**src/rtl/ula8_seq_ctrl_pkg.sv**
```systemverilog
// Shared definitions for the 8-bit sequencer around the 4-bit ULA slice:
// FSM state encoding, slice select codes and the nibble width.
package ula_defs;

   localparam int NIBBLE_W = 4;
   localparam int WORD_W   = 2 * NIBBLE_W;

   typedef enum logic [1:0] {
      IDLE = 2'b00,
      HI   = 2'b01,
      LO   = 2'b10,
      DONE = 2'b11
   } state_e;

   // Select codes as seen on {X2, X1, X0} of the slice.
   localparam logic [2:0] OP_PASS_A = 3'b000;
   localparam logic [2:0] OP_PASS_B = 3'b001;
   localparam logic [2:0] OP_AND    = 3'b010;
   localparam logic [2:0] OP_OR     = 3'b011;
   localparam logic [2:0] OP_XOR    = 3'b100;
   localparam logic [2:0] OP_NOT_A  = 3'b101;
   localparam logic [2:0] OP_ADD    = 3'b110;
   localparam logic [2:0] OP_SUB    = 3'b111;

endpackage

```
**src/rtl/ula8_merge.sv**
```systemverilog
// Combines the high and low nibble captures of the slice into the 8-bit
// result and compare flags, including the early-exit compare case.
module ula8_merge
   import ula_defs::*;
(
   input  logic                cmp_i,
   input  logic                early_i,
   input  logic [NIBBLE_W-1:0] f_hi_i,
   input  logic [NIBBLE_W-1:0] f_lo_i,
   input  logic                igual_hi_i,
   input  logic                menor_hi_i,
   input  logic                igual_lo_i,
   input  logic                menor_lo_i,
   output logic [WORD_W-1:0]   result_o,
   output logic                igual_o,
   output logic                menor_o
);

   always_comb begin
      result_o = '0;
      igual_o  = 1'b0;
      menor_o  = 1'b0;
      if (!cmp_i) begin
         result_o = {f_hi_i, f_lo_i};
      end else if (early_i) begin
         // High nibbles already differ, so the high compare decides alone.
         menor_o = menor_hi_i;
      end else begin
         igual_o = igual_hi_i & igual_lo_i;
         menor_o = menor_hi_i | (igual_hi_i & menor_lo_i);
      end
   end

endmodule

```
**src/rtl/ula8_seq_ctrl.sv**
```systemverilog
// 8-bit operation sequencer over a shared 4-bit ULA slice (high nibble, then
// low nibble). Define ULA_SEQ_EARLY_EXIT_EN to finish compares after HI when
// the high nibbles differ.
module ula8_seq_ctrl
   import ula_defs::*;
(
   input  logic                clock_i,
   input  logic                reset_ni,
   input  logic                start_i,
   input  logic [2:0]          op_i,
   input  logic                cmp_i,
   input  logic [WORD_W-1:0]   a_i,
   input  logic [WORD_W-1:0]   b_i,
   output logic                busy_o,
   output logic                done_o,
   output logic [WORD_W-1:0]   result_o,
   output logic                igual_o,
   output logic                menor_o,
   output logic [NIBBLE_W-1:0] ula_a_o,
   output logic [NIBBLE_W-1:0] ula_b_o,
   output logic                ula_x0_o,
   output logic                ula_x1_o,
   output logic                ula_x2_o,
   input  logic [NIBBLE_W-1:0] ula_f_i,
   input  logic                ula_igual_i,
   input  logic                ula_menor_i
);

   state_e              state_q, state_d;
   logic [WORD_W-1:0]   a_q, b_q;
   logic [2:0]          op_q;
   logic                cmp_q;
   logic [NIBBLE_W-1:0] f_hi_q, f_lo_q;
   logic                igual_hi_q, menor_hi_q, igual_lo_q, menor_lo_q;
   logic [WORD_W-1:0]   result_q;
   logic                igual_q, menor_q;

   logic                accept, cap_hi, cap_lo, finish, early;
   logic [2:0]          sel;
   logic [NIBBLE_W-1:0] m_f_hi, m_f_lo;
   logic                m_igual_hi, m_menor_hi, m_igual_lo, m_menor_lo;
   logic [WORD_W-1:0]   m_result;
   logic                m_igual, m_menor;

   always_comb begin
      state_d = state_q;
      accept  = 1'b0;
      cap_hi  = 1'b0;
      cap_lo  = 1'b0;
      finish  = 1'b0;
      early   = 1'b0;
      ula_a_o = '0;
      ula_b_o = '0;
      sel     = '0;
      case (state_q)
         IDLE: begin
            if (start_i) begin
               accept  = 1'b1;
               state_d = HI;
            end
         end
         HI: begin
            ula_a_o = a_q[WORD_W-1:NIBBLE_W];
            ula_b_o = b_q[WORD_W-1:NIBBLE_W];
            sel     = op_q;
            cap_hi  = 1'b1;
            state_d = LO;
`ifdef ULA_SEQ_EARLY_EXIT_EN
            if (cmp_q && !ula_igual_i) begin
               early   = 1'b1;
               finish  = 1'b1;
               state_d = DONE;
            end
`endif
         end
         LO: begin
            ula_a_o = a_q[NIBBLE_W-1:0];
            ula_b_o = b_q[NIBBLE_W-1:0];
            sel     = op_q;
            cap_lo  = 1'b1;
            finish  = 1'b1;
            state_d = DONE;
         end
         DONE: state_d = IDLE;
         default: state_d = IDLE;
      endcase
   end

   assign ula_x0_o = sel[0];
   assign ula_x1_o = sel[1];
   assign ula_x2_o = sel[2];

   // Merge sees this cycle's slice outputs so results are valid in DONE.
   assign m_f_hi     = cap_hi ? ula_f_i     : f_hi_q;
   assign m_igual_hi = cap_hi ? ula_igual_i : igual_hi_q;
   assign m_menor_hi = cap_hi ? ula_menor_i : menor_hi_q;
   assign m_f_lo     = cap_lo ? ula_f_i     : f_lo_q;
   assign m_igual_lo = cap_lo ? ula_igual_i : igual_lo_q;
   assign m_menor_lo = cap_lo ? ula_menor_i : menor_lo_q;

   ula8_merge u_merge (
      .cmp_i      (cmp_q),
      .early_i    (early),
      .f_hi_i     (m_f_hi),
      .f_lo_i     (m_f_lo),
      .igual_hi_i (m_igual_hi),
      .menor_hi_i (m_menor_hi),
      .igual_lo_i (m_igual_lo),
      .menor_lo_i (m_menor_lo),
      .result_o   (m_result),
      .igual_o    (m_igual),
      .menor_o    (m_menor)
   );

   always_ff @(posedge clock_i or negedge reset_ni) begin
      if (!reset_ni) begin
         state_q    <= IDLE;
         a_q        <= '0;
         b_q        <= '0;
         op_q       <= '0;
         cmp_q      <= 1'b0;
         f_hi_q     <= '0;
         f_lo_q     <= '0;
         igual_hi_q <= 1'b0;
         menor_hi_q <= 1'b0;
         igual_lo_q <= 1'b0;
         menor_lo_q <= 1'b0;
         result_q   <= '0;
         igual_q    <= 1'b0;
         menor_q    <= 1'b0;
      end else begin
         state_q <= state_d;
         if (accept) begin
            a_q   <= a_i;
            b_q   <= b_i;
            op_q  <= op_i;
            cmp_q <= cmp_i;
         end
         if (cap_hi) begin
            f_hi_q     <= ula_f_i;
            igual_hi_q <= ula_igual_i;
            menor_hi_q <= ula_menor_i;
         end
         if (cap_lo) begin
            f_lo_q     <= ula_f_i;
            igual_lo_q <= ula_igual_i;
            menor_lo_q <= ula_menor_i;
         end
         if (finish) begin
            result_q <= m_result;
            igual_q  <= m_igual;
            menor_q  <= m_menor;
         end
      end
   end

   assign busy_o   = (state_q != IDLE);
   assign done_o   = (state_q == DONE);
   assign result_o = result_q;
   assign igual_o  = igual_q;
   assign menor_o  = menor_q;

endmodule

```
**config.mk**
```make
export PLATFORM = sky130hd
export DESIGN_NAME = ula8_seq_ctrl
export DESIGN_NICKNAME = d
export VERILOG_FILES = /design/src/rtl/ula8_seq_ctrl_pkg.sv /design/src/rtl/ula8_merge.sv /design/src/rtl/ula8_seq_ctrl.sv
export SDC_FILE = /design/constraint.sdc
export NUM_CORES = 1
export LEC_CHECK = 0
export CAP_MARGIN = 15
export CORE_ASPECT_RATIO = 0.5
export CORE_MARGIN = 2
export CORE_UTILIZATION = 43
export CTS_CLUSTER_DIAMETER = 200
export CTS_CLUSTER_SIZE = 10
export DETAILED_ROUTE_END_ITERATION = 7
export HOLD_SLACK_MARGIN = 0.02
export PLACE_DENSITY = 0.81
export SLEW_MARGIN = 10
export SYNTH_ARGS = -nofsm -noshare
export SYNTH_HDL_FRONTEND = slang
export SYNTH_SLANG_ARGS = --single-unit
```
**constraint.sdc**
```tcl
create_clock -name clock_i -period 1.5 [get_ports clock_i]
set_input_delay 0.3 -clock clock_i [delete_from_list [all_inputs] [get_ports clock_i]]
set_output_delay 0.3 -clock clock_i [all_outputs]
set_load 0.03 [all_outputs]
```
* Word-level counts from Yosys, hierarchy flattened *
Index checks and enable logic that the tools add are counted.

storage, ports and cells
  register bits after elaboration = 44
  input port bits = 29
  output and inout bits = 23
  logic and storage cells = 42

cells by class
  equality and inequality tests = 4
  multiplexer cells = 18
  bitwise operators = 3
  reduce and logical (&&, ||, !) cells = 3

operators by type and width
  operator              count
  $pmux W4 S2           2
  $mux W1               10
  $mux W4               2
  $mux W8               1
  $pmux W2 S4           1
  $eq A2 B2 Y1 const B  2
  $mux W3               1
  $and A1 B1 Y1         2
  $eq A2 B1 Y1 const B  1
  $logic_not A2 Y1      1
  $mux W2               1
  $ne A2 B2 Y1 const B  1
  $reduce_bool A2 Y1    1
  $reduce_or A2 Y1      1
  $or A1 B1 Y1          1

* Depth between registers and ports, before layout *
Gate-level depths: netlist of the first run.

  word-level depth = 6
  depth in mapped cells = 6
  gate-level depth less buffers = 5

* By module *
Synthesis of the first run repeated with hierarchy kept, for this count alone.

second synthesis, totals
  cell total of the unflattened synthesis = 139
  area, all modules = 2042.0 um^2

by module, submodules not included
  module         times used  cells each  area each (um^2)  seq. area each (um^2)
  ula8_seq_ctrl  1           126         1958.1            1101.1
  ula8_merge     1           13          83.8              0.0

* Worst setup path after synthesis of the first run *
Ideal clock, no wire load.

  path kind = register -> output
  start = reg state_q[0]
  end = out ula_a_o[0]
  arrival = 1478 ps
  required time = 1200 ps
  setup slack = -278 ps
  cell stages (with the launch flop) = 6
  buffers on the path = 1
  path through = dfrtp_1 -> inv_1 -> ha_1 -> buf_6 -> a22oi_1 -> nor2b_1

between the ends
  word-level cells in the longest chain between the ends = 2
  elaborated cells between the ends (all ways) = 3
  classes of those cells = eq/ne (2); mux (1)

RTL lines
  what                                          line                  source
  start: declaration                            ula8_seq_ctrl.sv:29   state_e state_q, state_d;
  start signal: assignment                      ula8_seq_ctrl.sv:132  state_q <= state_d;
  $eq A2 B2 Y1 or $eq A2 B1 Y1 (tied branches)  ula8_seq_ctrl.sv:55   case (state_q)
  $pmux W4 S2 (*)                               ula8_seq_ctrl.sv:55
  end: declaration                              ula8_seq_ctrl.sv:19   output logic [NIBBLE_W-1:0] ula_a_o,

Every way passes the cells marked *; elsewhere a longest branch is shown, timed or not.

* Worst setup path after layout of the first run *
  start = reg state_q[0]
  end = out ula_a_o[2]

Same word-level chain as after synthesis.

==> results of run 1 <==
-- final timing paths --
check,slack [ns],cells after the start,from,to
setup / recovery,-0.33,6,state_q[0],ula_a_o[2]
hold / removal,0.50,3,reset_ni,op_q[2]
setup reg to reg,-0.24,8,state_q[0],result_o[1]
hold reg to reg,0.50,1,f_hi_q[3],f_hi_q[3]
max in group asynchronous,0.80,3,reset_ni,f_hi_q[3]
min in group clock_i,0.50,1,f_hi_q[3],f_hi_q[3]
-- power by group through the flow --
stage | sequential (mW) | combinational [mW] | clock [mW]
floorplan | 2.19 | 2.22 | 0
global placement | 2.01 | 3.39 | 0
detailed placement | 2.04 | 3.46 | 0
CTS | 2.06 | 4.26 | 0.907
finish | 2.07 | 4.39 | 0.882
global route | 2.14 | 4.64 | 0.958
-- kinds of logic (layout without fill, tap and decap cells) --
| logic type | after synthesis | count (layout) | synth area share, % |
|---|---|---|---|
| mux | 33 | 33 | 19.7 |
| compound gates | 20 | 20 | 6.55 |
| flops | 44 | 44 | 57.1 |
| buf+inv | 20 | 94 | 4.48 |
| fa+ha+maj | 7 | 7 | 4.54 |
| simple gates | 25 | 25 | 7.66 |
-- state kept, by name, summed over array words and instances (netlist names) --
signal      cells
a_q             8
b_q             8
result_o        8
f_hi_q          4
f_lo_q          4
op_q            3
state_q         2
cmp_q           1
igual_hi_q      1
igual_lo_q      1
igual_o         1
menor_hi_q      1
menor_lo_q      1
menor_o         1
-- final cells by class --
class | instances | area [um2] | share of cell area (%)
Tap cell | 57 | 71.3 | 2.38
Timing Repair Buffer | 73 | 723 | 24.2
Sequential cell | 44 | 1100 | 36.8
Inverter | 13 | 48.8 | 1.63
Multi-Input combinational cell | 85 | 938 | 31.4
Clock inverter | 2 | 35.0 | 1.17
Clock buffer | 6 | 72.6 | 2.43
-- cells in the mapped netlist (all sizes together) --
cell	count	area, um2
o21ai	8	40.0
clkbuf	3	11.3
nor3	1	5.00
and2	3	18.8
dfrtp	44	1100
o22ai	2	12.5
buf	4	26.3
a21oi	2	13.8
nand2	3	11.3
nor2b	9	56.3
inv	13	48.8
a22oi	8	60.1
nand2b	9	56.3
mux2	33	379
ha	7	87.6
-- critical path: cells and delay by family (launching register included) --
| kind | cells | cell delay, ns |
|---|---|---|
| flip-flops | 1 | 0.39 |
| AND/OR/NAND/NOR | 1 | 0.06 |
| AO/OA/AOI/OAI | 1 | 0.24 |
| adder cells (fa/ha/maj) | 1 | 0.20 |
| buffers and inverters | 3 | 0.34 |
-- stage by stage --
step	total power [mW]	cells
2_1_floorplan	4.41	149
3_3_place_gp	5.39	262
3_5_place_dp	5.50	262
4_1_cts	7.22	280
5_1_grt	7.74	280
6_report	7.34	280
-- layer usage --
metal  part of all wire, %  routed length, um  global-route usage, %  vias to the layer above
met1                    43               1880                   21.9                      682
met3                   3.7                163                   3.69                        8
li1                      -                  -                      -                      644
met2                    52               2250                   35.0                       31
met5                     0                  0                      0                        -
met4                   1.6                 72                   8.22                        0
-- what timing repair did --
item / 4_1_cts / 5_1_grt
endpoints found under the hold margin: 44 / 0
setup endpoints to repair: 30 / 30
pin swaps: 8 / 1
buffers inserted: 11 / 1
hold buffers: 1 / 0
resized for setup: 60 / 6
==> impl_metrics.json, run 1 <==
{
  "ios": 52,
  "h-tree-depth": 2,
  "crit_path_end_kind": "output pin",
  "vias": 1365,
  "pre_cts_slack_ns": -0.125,
  "setup_tns_ns": -5.25,
  "most-common-layout-cells": "dfrtp_1 (44), clkdlybuf4s50_1 (27), mux2_2 (25), buf_6 (22)",
  "ys_warn_count": 0,
  "final_cell_area_um2": 2990,
  "power.internal_mw": 4.60,
  "cts.sinks": 44,
  "power_switching_share_pct": 37.2,
  "finalMaxSlewViolations": 0,
  "cts_buffers": 5,
  "crit_top_cell": "buf_6",
  "timing.hold.ws_ns": 0.499,
  "status": "finished, violations left",
  "dr.pass1.iters": 4,
  "power_frac_seq_pct": 28.2,
  "layout_worst_path_cycle_share_pct": 122,
  "failed_checks": "negative setup slack",
  "synth_nets": 185,
  "worst_pin_slew_ns": 0.302,
  "diodes": 0,
  "first_global_vias": 1454,
  "port_buffers": 51,
  "synth_area_um2": 1930,
  "clockBufferDepth": 2,
  "start_kind": "flop",
  "placed_cell_area_um2": 2610,
  "gp_congestion": 0.702,
  "syn_inst": 149,
  "wl_per_cell_um": 15.6,
  "leakagePower_nw": 1.34,
  "fmax_mhz": 548,
  "grt_max_degree": 45,
  "antenna_left": 0,
  "setup_ws_ns": -0.325,
  "dp_hpwl_um": 2680,
  "yosysSeqAreaShare_pct": 57.1,
  "ys_ff_latch": 44,
  "power.switching_mw": 2.73,
  "arrival_ns": 1.53,
  "clk_pin_slew_ns": 0.08,
  "clock_latency_ns": 0.29,
  "ir_drop_v": 0.00101,
  "antenna_found_initial": 0,
  "core_um2": 4360,
  "viasPerCell": 4.88,
  "cts_tree": "done",
  "drive_gt1_share_pct": 46.6,
  "overflow": 0,
  "n_fill_cell": 290,
  "worstSetupPathType": "reg2out",
  "routed_wl_um": 4370,
  "finalSetupViolations": 28,
  "drc": 0,
  "period_needed_ns": 1.83,
  "synth_cell_types": 18,
  "utilization_pct": 68.6,
  "combPwrFrac_pct": 59.8,
  "track_usage_pct": 19.0,
  "nNetsFinal": 258,
  "hold_viol_final": 0,
  "grt_pass1_wl_um": 7180,
  "drtIter0Drc": 33,
  "clkPwrFrac_pct": 12.0,
  "start_util_pct": 44.2,
  "p_per_area_nw_per_um2": 2450,
  "die_y_um": 51.4,
  "slew_headroom_pct": 80.0,
  "syn_avg_cell_area_um2": 12.9,
  "dieArea_um2": 5070,
  "crit_chain": "inv_2 > buf_6 > ha_4 > a22oi_2 > nor2b_4 > buf_6",
  "drv_cap": 0,
  "rsz0062_at_grt": "true",
  "die_w_um": 98.7,
  "required_ns": 1.20,
  "slowest_delay_ns": 0.39,
  "cts-root-buf": "clkbuf_8",
  "hold_class": "in2async",
  "final_common_cell": "dfrtp_1",
  "crit_slowest_cell": "dfrtp_1",
  "num_rows": 17,
  "path_max_fanout": 8,
  "areaGrowthSynthToFinish_pct": 55.1,
  "clock_skew_ns": 0.00346
}
Note: power is estimated with default switching activity, not from simulation.
==> run 2, diff against run 1 <==
Settings changed: CORE_MARGIN 2 to 1, PLACE_DENSITY 0.81 to 0.84.
==> run 2 against run 1 <==
The run still ends with negative setup slack left. Global-route usage up 0.45 points. Total power down 0.12%. Largest cell class unchanged. Via count up 0.37%. Die area down 5.8%. Critical path depth down 1. Largest power group unchanged. Worst setup slack better by 0.0057 ns. Critical path type unchanged.
==> impl_metrics.json, run 2 (synthesis results as in run 1) <==
{
  "p_per_area_nw_per_um2": 2450,
  "worst_pin_slew_ns": 0.304,
  "cts_buffers": 5,
  "vias": 1370,
  "finalSetupViolations": 27,
  "start_kind": "flop",
  "areaGrowthSynthToFinish_pct": 55.0,
  "die_y_um": 49.4,
  "drtIter0Drc": 23,
  "slowest_delay_ns": 0.40,
  "final_cell_area_um2": 2990,
  "setup_tns_ns": -5.20,
  "crit_chain": "buf_4 > ha_4 > a22oi_2 > nor2b_4 > buf_6",
  "cts-root-buf": "clkbuf_8",
  "crit_path_end_kind": "output pin",
  "fmax_mhz": 550,
  "timing.hold.ws_ns": 0.501,
  "diodes": 0,
  "dp_hpwl_um": 2800,
  "start_util_pct": 47.0,
  "first_global_vias": 1435,
  "drc": 0,
  "core_um2": 4100,
  "clock_latency_ns": 0.30,
  "routed_wl_um": 4380,
  "layout_worst_path_cycle_share_pct": 121,
  "worstSetupPathType": "reg2out",
  "crit_buf_inv": 2,
  "ios": 52,
  "period_needed_ns": 1.82,
  "arrival_ns": 1.52,
  "finalMaxSlewViolations": 0,
  "clockBufferDepth": 2,
  "nNetsFinal": 257,
  "path_max_fanout": 9,
  "most-common-layout-cells": "dfrtp_1 (44), clkdlybuf4s50_1 (27), mux2_2 (23), buf_6 (18), buf_4 (13)",
  "antenna_left": 0,
  "num_rows": 16,
  "grt_max_degree": 45,
  "clk_pin_slew_ns": 0.08,
  "n_fill_cell": 290,
  "drive_gt1_share_pct": 47.3,
  "antenna_found_initial": 0,
  "gp_congestion": 0.679,
  "hold_viol_final": 0,
  "setup_ws_ns": -0.320,
  "required_ns": 1.20,
  "viasPerCell": 4.96,
  "cts_tree": "done",
  "cts.sinks": 44,
  "leakagePower_nw": 1.35,
  "regArea_um2": 1100,
  "rsz0062_at_grt": "true",
  "track_usage_pct": 19.4,
  "placed_cell_area_um2": 2610,
  "cp_top_family": "flip-flops",
  "dieArea_um2": 4770,
  "drv_cap": 0,
  "slew_headroom_pct": 79.8,
  "status": "finished, violations left",
  "hold_class": "reg2reg",
  "grt_pass1_wl_um": 7070,
  "die_w_um": 96.7,
  "h-tree-depth": 2,
  "final_common_cell": "dfrtp_1",
  "ir_drop_v": 0.00107,
  "dr.pass1.iters": 5,
  "crit_slowest_cell": "dfrtp_1",
  "port_buffers": 51,
  "wl_per_cell_um": 15.9,
  "clock_skew_ns": 0.00191,
  "total_power_mw": 7.33,
  "multiInputGateArea_um2": 931,
  "overflow": 0,
  "failed_checks": "negative setup slack"
}
==> run 2: final cells by class <==
cell class              instances  share of cell area (%)
flip-flops and latches         44                    36.9
multi-input cells              85                    31.2
repair buffers                 72                    23.9
clock buffers                   7                    3.22
well taps                      54                    2.26
inverters                      13                    1.63
clock inverters                 1                    1.01
==> run 2: final timing paths <==
kind                            start         end  slack [ns]  cells after the start
max                        state_q[1]  ula_a_o[2]       -0.32                      5
min reg2reg                 f_lo_q[3]   f_lo_q[3]        0.50                      1
min                         f_lo_q[3]   f_lo_q[3]        0.50                      1
max in group asynchronous    reset_ni  menor_lo_q        0.78                      3
max reg2reg                state_q[1]     menor_o       -0.29                      8
min in group asynchronous    reset_ni      a_q[0]        0.52                      3
==> run 2: per-stage QoR <==
stage / std cells / setup WS (ns) / util [%]
2_1_floorplan: 149 / 0.00116 / -
3_3_place_gp: 259 / -0.0905 / 63.5
3_5_place_dp: 259 / -0.130 / 63.5
4_1_cts: 272 / -0.312 / 71.2
5_1_grt: 276 / -0.370 / 72.8
6_report: 276 / -0.320 / 72.8
==> run 2: worst register-to-register path: cells and delay by family (launching register included) <==
kind / cells / cell delay (ns)
AO/OA/AOI/OAI: 2 / 0.21
adder cells (fa/ha/maj): 1 / 0.22
multiplexers: 1 / 0.31
flip-flops: 1 / 0.40
buffers and inverters: 4 / 0.54
==> run 2: layer usage <==
| metal | vias up | GRT usage [%] | part of all wire (%) |
|---|---|---|---|
| li1 | 643 | - | - |
| met1 | 695 | 23.5 | 43 |
| met2 | 25 | 32.7 | 51 |
| met3 | 7 | 4.58 | 3.4 |
| met4 | 0 | 10.2 | 2.0 |
| met5 | - | 0 | 0 |
==> run 2: where the power goes <==
part / total [mW] / leakage, nW / internal (mW) / switching [mW]
clock network: 0.993 / 0.0645 / 0.588 / 0.405
logic: 4.26 / 0.757 / 2.27 / 1.99
registers: 2.07 / 0.531 / 1.77 / 0.304
total: 7.33 / 1.35 / 4.63 / 2.70
==> run 2: timing repair <==
| action | 4_1_cts | 5_1_grt |
|---|---|---|
| setup endpoints to repair | 33 | 39 |
| endpoints found under the hold margin | 44 | 0 |
| hold buffers | 1 | 0 |
| gates resized for setup | 55 | 8 |
| buffers inserted | 4 | 4 |
| pin swaps | 8 | 2 |
==> run 3, diff against run 2 <==
==> constraint.sdc (replaced) <==
create_clock -name clock_i -period 1.5 [get_ports clock_i]
set_input_delay 0.3 -clock clock_i [delete_from_list [all_inputs] [get_ports clock_i]]
set_output_delay 0.3 -clock clock_i [all_outputs]
set_load 0.005 [all_outputs]
==> run 3 against run 2 <==
The run still ends with negative setup slack left. Global-route usage up 0.32 points. Combinational power down 15%. Fmax down 4.0%. First-iteration DRC count up 30%. Via count up 3.5%. Critical endpoint is now ula_a_o[3]. Largest cell class unchanged. Largest power group unchanged.
==> impl_metrics.json, run 3 (synthesis results as in run 1) <==
{
  "dp_hpwl_um": 2720,
  "worstSetupPathType": "reg2out",
  "gp_congestion": 0.721,
  "arrival_ns": 1.60,
  "dr.pass1.iters": 4,
  "ios": 52,
  "reg2reg_depth": 9,
  "setup_ws_ns": -0.396,
  "path_max_fanout": 4,
  "cts-root-buf": "clkbuf_8",
  "clockBufferDepth": 2,
  "layout_worst_path_cycle_share_pct": 126,
  "finalSetupViolations": 26,
  "cts_tree": "done",
  "multiInputGateArea_um2": 900,
  "regToRegSetupSlack_ns": -0.19,
  "start_util_pct": 47.0,
  "clock_latency_ns": 0.30,
  "clk_pin_slew_ns": 0.08,
  "core_um2": 4100,
  "dieArea_um2": 4770,
  "hold_viol_final": 0,
  "die_y_um": 49.4,
  "vias": 1418,
  "fmax_mhz": 527,
  "regArea_um2": 1100,
  "rsz0062_at_grt": "true",
  "die_w_um": 96.7,
  "overflow": 0,
  "grt_max_degree": 45,
  "drtIter0Drc": 30,
  "wl_per_cell_um": 16.7,
  "n_fill_cell": 254,
  "final_common_cell": "dfrtp_1",
  "areaGrowthSynthToFinish_pct": 52.6,
  "drive_gt1_share_pct": 45.6,
  "grt_pass1_wl_um": 7110,
  "viasPerCell": 5.06,
  "worst_pin_slew_ns": 0.236,
  "nNetsFinal": 261,
  "drv_cap": 0,
  "leakagePower_nw": 1.36,
  "total_power_mw": 6.43,
  "status": "finished, violations left",
  "port_buffers": 51,
  "diodes": 0,
  "h-tree-depth": 2,
  "finalMaxSlewViolations": 0,
  "antenna_left": 0,
  "num_rows": 16,
  "hold_class": "reg2reg",
  "r2r_end": "menor_o",
  "p_per_area_nw_per_um2": 2190,
  "setup_tns_ns": -4.12,
  "failed_checks": "negative setup slack",
  "antenna_found_initial": 0,
  "slowest_delay_ns": 0.39,
  "worstHoldStart": "f_hi_q[3]",
  "slew_headroom_pct": 84.3,
  "clock_skew_ns": 0.00441,
  "routed_wl_um": 4680,
  "ir_drop_v": 0.00117,
  "start_kind": "flop",
  "cts_buffers": 5,
  "most-common-layout-cells": "dfrtp_1 (44), clkdlybuf4s50_1 (33), mux2_2 (26), buf_6 (14), inv_1 (11)",
  "track_usage_pct": 19.7,
  "drc": 0,
  "required_ns": 1.20,
  "whs_path_depth": 1,
  "crit_path_end_kind": "output pin",
  "crit_chain": "inv_2 > buf_6 > ha_4 > buf_6 > a22oi_2 > nor2b_1 > buf_2",
  "first_global_vias": 1490,
  "cts.sinks": 44,
  "crit_slowest_cell": "dfrtp_1",
  "regToRegStartpoint": "state_q[0]",
  "crit_top_cell": "buf_6",
  "min_to": "f_hi_q[3]",
  "period_needed_ns": 1.90
}
[run 3: routing by layer]
metal	global-route usage [%]	up-vias	wire length, um
li1	-	657	-
met1	23.2	716	2000
met2	32.9	31	2420
met3	6.02	14	154
met4	10.7	0	112
met5	0	-	0
[run 3: cell type report]
cell class                 instances  share of cell area (%)
tap                               54                    2.30
multi-input combinational         85                    30.6
clock buffer                       5                    2.34
timing repair buffer              76                    25.1
sequential                        44                    37.4
inverter                          13                    1.66
clock inverter                     3                   0.638
[run 3: timing repair]
item,4_1_cts,5_1_grt
hold endpoints to repair,44,0
buffers inserted,10,5
resized for setup,91,15
hold buffers,1,0
endpoints found under the setup margin,22,35
pin swaps,13,6
[run 3: worst max-delay path by stage]
| stage | start | endpoint | slack (ns) | depth (start not counted) |
|---|---|---|---|---|
| 2_1_floorplan | state_q[0] | menor_o | 0.01 | 6 |
| 3_3_place_gp | state_q[1] | ula_b_o[0] | -0.34 | 4 |
| 3_5_place_dp | state_q[1] | ula_b_o[2] | -0.41 | 4 |
| 4_1_cts | state_q[0] | ula_a_o[3] | -0.31 | 7 |
| 5_1_grt | state_q[0] | ula_a_o[3] | -0.43 | 7 |
| 6_report | state_q[0] | ula_a_o[3] | -0.40 | 7 |
[run 3: per-stage QoR]
stage / util, % / setup slack, ns / cells / area [um2] / hold slack [ns]
finish: 71.7 / -0.396 / 280 / 2940 / 0.503
global route: 71.7 / -0.427 / 280 / 2940 / 0.519
CTS: 69.5 / -0.307 / 275 / 2850 / 0.499
detailed placement: 63.0 / -0.405 / 258 / 2580 / 0.298
global placement: 63.0 / -0.340 / 258 / 2580 / 0.289
floorplan: - / 0.0125 / 149 / 1940 / 0.00441
[run 3: worst max-delay path: cells and delay by family, from the launching register on]
family,cells,cell delay (ns)
buffers and inverters,4,0.49
flip-flops,1,0.39
AND/OR/NAND/NOR,1,0.18
adder cells (fa/ha/maj),1,0.16
AO/OA/AOI/OAI,1,0.08
[run 3: report_power, final]
part / leakage (nW) / switching, mW / internal, mW / total (mW)
sequential: 0.531 / 0.326 / 1.77 / 2.09
clock: 0.0479 / 0.415 / 0.325 / 0.740
combinational: 0.777 / 1.44 / 2.16 / 3.60
total: 1.36 / 2.18 / 4.25 / 6.43
